**src/rtl/cache_2way_wb.sv**
```systemverilog
// 2-way set-associative write-back, write-allocate data cache with per-set LRU.
// Hits complete combinationally; misses write back a dirty victim, then refill a 128-bit line.
module cache_2way_wb #(
  parameter int ADDR_W  = 30,
  parameter int INDEX_W = 2
) (
  input  logic                clk,
  input  logic                proc_reset,
  input  logic                proc_read,
  input  logic                proc_write,
  input  logic [ADDR_W-1:0]   proc_addr,
  input  logic [31:0]         proc_wdata,
  output logic                proc_stall,
  output logic [31:0]         proc_rdata,
  output logic                mem_read,
  output logic                mem_write,
  output logic [ADDR_W-3:0]   mem_addr,
  output logic [127:0]        mem_wdata,
  input  logic [127:0]        mem_rdata,
  input  logic                mem_ready
);

  localparam int SETS  = 1 << INDEX_W;
  localparam int TAG_W = ADDR_W - INDEX_W - 2;

  localparam logic [1:0] IDLE  = 2'd0;
  localparam logic [1:0] WB    = 2'd1;
  localparam logic [1:0] ALLOC = 2'd2;

  logic [1:0]            state_q, state_d;
  logic                  victim_q, victim_d;
  logic [SETS-1:0]       lru_q, lru_d;
  logic [1:0][SETS-1:0]  valid_q, valid_d;
  logic [1:0][SETS-1:0]  dirty_q, dirty_d;
  logic [TAG_W-1:0]      tag_q  [2][SETS];
  logic [TAG_W-1:0]      tag_d  [2][SETS];
  logic [127:0]          line_q [2][SETS];
  logic [127:0]          line_d [2][SETS];
  logic                  mem_read_q, mem_read_d;
  logic                  mem_write_q, mem_write_d;
  logic [ADDR_W-3:0]     mem_addr_q, mem_addr_d;
  logic [127:0]          mem_wdata_q, mem_wdata_d;

  logic [INDEX_W-1:0]    idx;
  logic [TAG_W-1:0]      req_tag;
  logic [1:0]            word;
  logic                  req;
  logic                  hit0, hit1, hit, hit_way;
  logic                  pick_way;
  logic [127:0]          hit_line;

  assign idx      = proc_addr[INDEX_W+1:2];
  assign req_tag  = proc_addr[ADDR_W-1:INDEX_W+2];
  assign word     = proc_addr[1:0];
  assign req      = proc_read | proc_write;
  assign hit0     = valid_q[0][idx] && (tag_q[0][idx] == req_tag);
  assign hit1     = valid_q[1][idx] && (tag_q[1][idx] == req_tag);
  assign hit      = hit0 | hit1;
  assign hit_way  = ~hit0;
  assign hit_line = line_q[hit_way][idx];

  // Fill an empty way first (way 0 before way 1); only evict the LRU way when the set is full.
  assign pick_way = !valid_q[0][idx] ? 1'b0 :
                    !valid_q[1][idx] ? 1'b1 : lru_q[idx];

  assign proc_rdata = hit_line[{word, 5'd0} +: 32];
  assign mem_read   = mem_read_q;
  assign mem_write  = mem_write_q;
  assign mem_addr   = mem_addr_q;
  assign mem_wdata  = mem_wdata_q;

  always_comb begin
    state_d     = state_q;
    victim_d    = victim_q;
    lru_d       = lru_q;
    valid_d     = valid_q;
    dirty_d     = dirty_q;
    tag_d       = tag_q;
    line_d      = line_q;
    mem_read_d  = mem_read_q;
    mem_write_d = mem_write_q;
    mem_addr_d  = mem_addr_q;
    mem_wdata_d = mem_wdata_q;
    proc_stall  = 1'b0;
    case (state_q)
      IDLE: begin
        if (req) begin
          if (hit) begin
            lru_d[idx] = ~hit_way;
            if (proc_write) begin
              line_d[hit_way][idx][{word, 5'd0} +: 32] = proc_wdata;
              dirty_d[hit_way][idx] = 1'b1;
            end
          end else begin
            proc_stall = 1'b1;
            victim_d   = pick_way;
            if (valid_q[pick_way][idx] && dirty_q[pick_way][idx]) begin
              state_d     = WB;
              mem_write_d = 1'b1;
              mem_addr_d  = {tag_q[pick_way][idx], idx};
              mem_wdata_d = line_q[pick_way][idx];
            end else begin
              state_d    = ALLOC;
              mem_read_d = 1'b1;
              mem_addr_d = proc_addr[ADDR_W-1:2];
            end
          end
        end
      end
      WB: begin
        proc_stall = 1'b1;
        if (mem_ready) begin
          mem_write_d             = 1'b0;
          dirty_d[victim_q][idx]  = 1'b0;
          state_d                 = ALLOC;
          mem_read_d              = 1'b1;
          mem_addr_d              = proc_addr[ADDR_W-1:2];
        end
      end
      ALLOC: begin
        proc_stall = 1'b1;
        if (mem_ready) begin
          line_d[victim_q][idx]  = mem_rdata;
          tag_d[victim_q][idx]   = req_tag;
          valid_d[victim_q][idx] = 1'b1;
          dirty_d[victim_q][idx] = 1'b0;
          lru_d[idx]             = ~victim_q;
          mem_read_d             = 1'b0;
          state_d                = IDLE;
        end
      end
      default: state_d = IDLE;
    endcase
  end

  // Line data and tags need no reset: a cleared valid bit makes their contents irrelevant.
  always_ff @(posedge clk) begin
    line_q <= line_d;
    tag_q  <= tag_d;
  end

  always_ff @(posedge clk) begin
    if (proc_reset) begin
      state_q     <= IDLE;
      victim_q    <= 1'b0;
      lru_q       <= '0;
      valid_q     <= '0;
      dirty_q     <= '0;
      mem_read_q  <= 1'b0;
      mem_write_q <= 1'b0;
      mem_addr_q  <= '0;
      mem_wdata_q <= '0;
    end else begin
      state_q     <= state_d;
      victim_q    <= victim_d;
      lru_q       <= lru_d;
      valid_q     <= valid_d;
      dirty_q     <= dirty_d;
      mem_read_q  <= mem_read_d;
      mem_write_q <= mem_write_d;
      mem_addr_q  <= mem_addr_d;
      mem_wdata_q <= mem_wdata_d;
    end
  end

endmodule

```
**config.mk**
```make
export PLATFORM = sky130hd
export DESIGN_NAME = cache_2way_wb
export DESIGN_NICKNAME = d
export VERILOG_FILES = /design/src/rtl/cache_2way_wb.sv
export SDC_FILE = /design/constraint.sdc
export NUM_CORES = 2
export LEC_CHECK = 0
export ABC_AREA = 1
export CORE_MARGIN = 1
export CORE_UTILIZATION = 25
export CTS_CLUSTER_SIZE = 30
export DETAILED_ROUTE_END_ITERATION = 12
export PLACE_DENSITY_LB_ADDON = 0.1
export SLEW_MARGIN = 30
export SYNTH_ARGS = -nofsm -noshare
export SYNTH_HDL_FRONTEND = slang
export SYNTH_SLANG_ARGS = --single-unit
```
**constraint.sdc**
```tcl
create_clock -name clk -period 8.4 [get_ports clk]
set_input_delay 1.68 -clock clk [delete_from_list [all_inputs] [get_ports clk]]
set_output_delay 1.68 -clock clk [all_outputs]
set_load 0.1 [all_outputs]
```
==> impl_metrics.py <==
metrics = {
    "placed_design": {
        "port_buffers": 385,
        "finalWeightedCongestion": 0.904,
        "place_area_um2": 85400,
        "place_hpwl_um": 257000,
    },
    "global_route": {
        "overflow": 0,
        "grt_pass1_vias": 70600,
        "antenna_found_initial": 26,
        "grtUsageTotal": 0.267,
        "grt_max_degree": 154,
        "grt_pass1_wl_um": 581000,
    },
    "clock_tree": {
        "root_buffer": "clkbuf_16",
        "post_cts_buffers": 0,
        "cts_resized": 0,
        "cts_tree": "yes",
        "clkLatencyLatePin_ns": 0.91,
        "htree_levels": 4,
        "cts_buffers": 185,
        "postCtsHoldBufs": 0,
        "clock_sinks": 1413,
        "clk_pin_slew_worst_paths_ns": 0.05,
        "cts_buffer_depth": 4,
    },
    "final_layout": {
        "final_area_um2": 91300,
        "drive_gt1_frac": 0.0715,
        "fill_cells": 32100,
        "areaGrowthSynthToFinish_pct": 19.6,
        "final_common_cell": "nand2_1",
        "fin_nets": 9424,
        "final_cell_mix": "nand2_1 (1800), nor2_1 (1249), edfxtp_1 (1232)",
    },
    "power": {
        "p_leak_nw": 32.9,
        "p_int_mw": 12.7,
        "seq_power_share": 0.428,
        "p_switching_mw": 5.18,
        "p_clk_frac": 0.450,
        "swShare": 0.290,
        "powerDensity_nw_per_um2": 196,
        "vdd_drop_max_uv": 158,
        "p_comb_frac": 0.122,
    },
    "synth": {
        "ys_seq_area_frac": 0.532,
        "synth_top_family_by_area": "simple AND/OR/NAND/NOR gates",
        "synth_top_area_frac": 0.484,
        "ys_async_sr_fraction": 0,
        "synth-main-ff-cell": "edfxtp_1",
        "synth_xor_area_frac": 0.000459,
        "synth-simple-area-share": 0.237,
        "synth-edff-count": 1232,
        "avgSynthCellArea_um2": 8.34,
        "syn_inst": 9155,
        "synthTopCellsByArea": "edfxtp_1 (48%), nand2_1 (8.9%), nand3_1 (8.0%)",
        "syn-num-nets": 9359,
        "synth_top_area_cell": "edfxtp_1",
        "synth_fa_ha_area_frac": 0.00147,
        "syn_area_um2": 76400,
        "synth_mux_area_frac": 0,
        "synth_seq_cells": 1413,
        "ys.warnings.count": 0,
        "synth_compound_area_frac": 0.154,
        "yosys.cell_types.count": 38,
    },
    "setup_path": {
        "path_cells": "buf_2 > buf_4 > nand2_8 > inv_8 > nand2_1 > nand2_1 > nor2_2 > a21oi_1 > nand2_1 > nor2_1 > nand3_1 > nor2_4 > buf_12 > buf_12 > buf_4 > nand3_1 > nand2_1 > nor2_1 > nand3_1 > nand3_1 > nand2_1 > buf_12",
        "worst-path-buf-inv": 7,
        "worst_path_most_repeated_cell": "nand2_1",
        "worstPathArrival_ns": 6.29,
        "setup.worst_path.end_class": "output port",
        "crit_fanout": 73,
        "cp.required_ns": 6.72,
        "cp-start-kind": "input port",
        "path_class": "in -> out",
        "critPathMaxStageDelay_ns": 0.50,
        "reg2reg_from": "tag_q[157]",
        "cp_top_family": "simple AND/OR/NAND/NOR gates",
        "cp-startpoint": "proc_addr[2]",
        "crit_path_top_delay_cell": "buf_4",
    },
    "min_path": {
        "hold_path_startpoint": "mem_wdata[113]",
        "min_path_type": "reg -> reg",
    },
    "route": {
        "drtIter0Drc": 8969,
        "vias": 74000,
        "post_drt_wl_per_cell_um": 31.8,
        "drc": 0,
        "vias_per_cell": 5.54,
        "drt.antenna.violating_nets": 0,
        "drt_wl_total_um": 425000,
        "drt_first_pass_iters": 6,
    },
    "floorplanning": {
        "die_h_um": 555,
        "std_cell_rows": 202,
        "core_um2": 303000,
        "start_util": 0.252,
        "die_x_um": 555,
        "io_pins": 386,
        "dieArea_um2": 308000,
    },
    "sta": {
        "final-setup-viol-count": 0,
        "slew_headroom": 0.237,
        "fin_hold_ws_ns": 0.458,
        "fin_setup_tns_ns": 0,
        "tightest_slew_ns": 1.14,
        "drv_slew": 0,
        "rsz0062_at_grt": "no",
        "fmax_ghz": 0.126,
        "timing.final.crit_share": 0.948,
        "hold_viol": 0,
        "clock_skew_ns": 0.0559,
        "period_minus_slack_ns": 7.97,
    },
    "outcome": {
        "status": "finished, final reports clean",
    },
    "job": {
        "cap_violations": 0,
    },
}
-- cell usage after synthesis (49+ instances only) --
master / instances
a21oi_1: 230
nand2_1: 1820
edfxtp_1: 1232
buf_4: 49
inv_1: 626
nor2_1: 1285
o211ai_1: 154
o21ai_0: 592
clkbuf_1: 389
buf_1: 72
nand3_1: 1221
buf_2: 231
o22ai_1: 838
o2111ai_1: 128
dfxtp_1: 181
-- per-stage QoR --
step                      worst slack, ns  instances  utilization  total power [mW]
after floorplan                      2.07       9155            -              8.84
after global placement              0.543      13000        0.281              9.94
after detailed placement            0.562      13000        0.282              9.94
after CTS                           0.543      13400        0.301              18.0
after global routing                0.362      13400        0.301              18.3
final                               0.433      13400        0.301              17.9
-- power by group through the flow --
stage / Clock (mW) / Combinational (mW) / Sequential [mW]
after detailed placement: 0 / 2.15 / 7.79
after floorplan: 0 / 0.955 / 7.88
after CTS: 8.20 / 2.15 / 7.64
final: 8.05 / 2.18 / 7.64
after global routing: 8.43 / 2.26 / 7.64
after global placement: 0 / 2.15 / 7.79
-- per-layer routing --
layer,vias to the layer above,global-route usage,part of all wire
met5,-,0,0.00044
met2,4016,0.409,0.44
met4,30,0.124,0.052
met3,764,0.0619,0.093
li1,32300,-,-
met1,36800,0.353,0.42
-- path summary, 6_finish.rpt --
check / slack, ns / depth (start not counted) / to
max: 0.43 / 22 / proc_rdata[24]
min: 0.46 / 2 / mem_wdata[113]
max reg2reg: 3.54 / 20 / line_q[549]
min reg2reg: 0.46 / 2 / mem_wdata[113]
-- sequential cells by signal, indices dropped and copies added (netlist names) --
register   cells
dirty_q        8
line_q      1024
lru_q          4
mem_addr      28
mem_read       1
mem_wdata    128
mem_write      1
state_q        2
tag_q        208
valid_q        8
victim_q       1
-- layout make-up --
type / count / area [um^2] / share of cell area
diodes: 5 / 12.5 / 0.000137
clock buffers: 245 / 5010 / 0.0548
clock inverters: 98 / 891 / 0.00975
inverters: 639 / 2460 / 0.0269
multi-input cells: 6358 / 30800 / 0.337
flip-flops and latches: 1413 / 40600 / 0.445
well taps: 3978 / 4980 / 0.0545
repair buffers: 623 / 6600 / 0.0722
-- worst register-to-register path: cells and delay by family, from the launching register on --
kind,cells,cell delay (ns)
AO/OA/AOI/OAI,1,0.75
buffers and inverters,7,2.02
AND/OR/NAND/NOR,12,1.43
flip-flops,1,0.32
-- cell families after synthesis --
family	count (synthesis)
buf+inv	1384
simple gates	4376
fa+ha+maj	9
compound gates	1969
xor+xnor	4
flops	1413
Power figures use the tool's default switching activity.
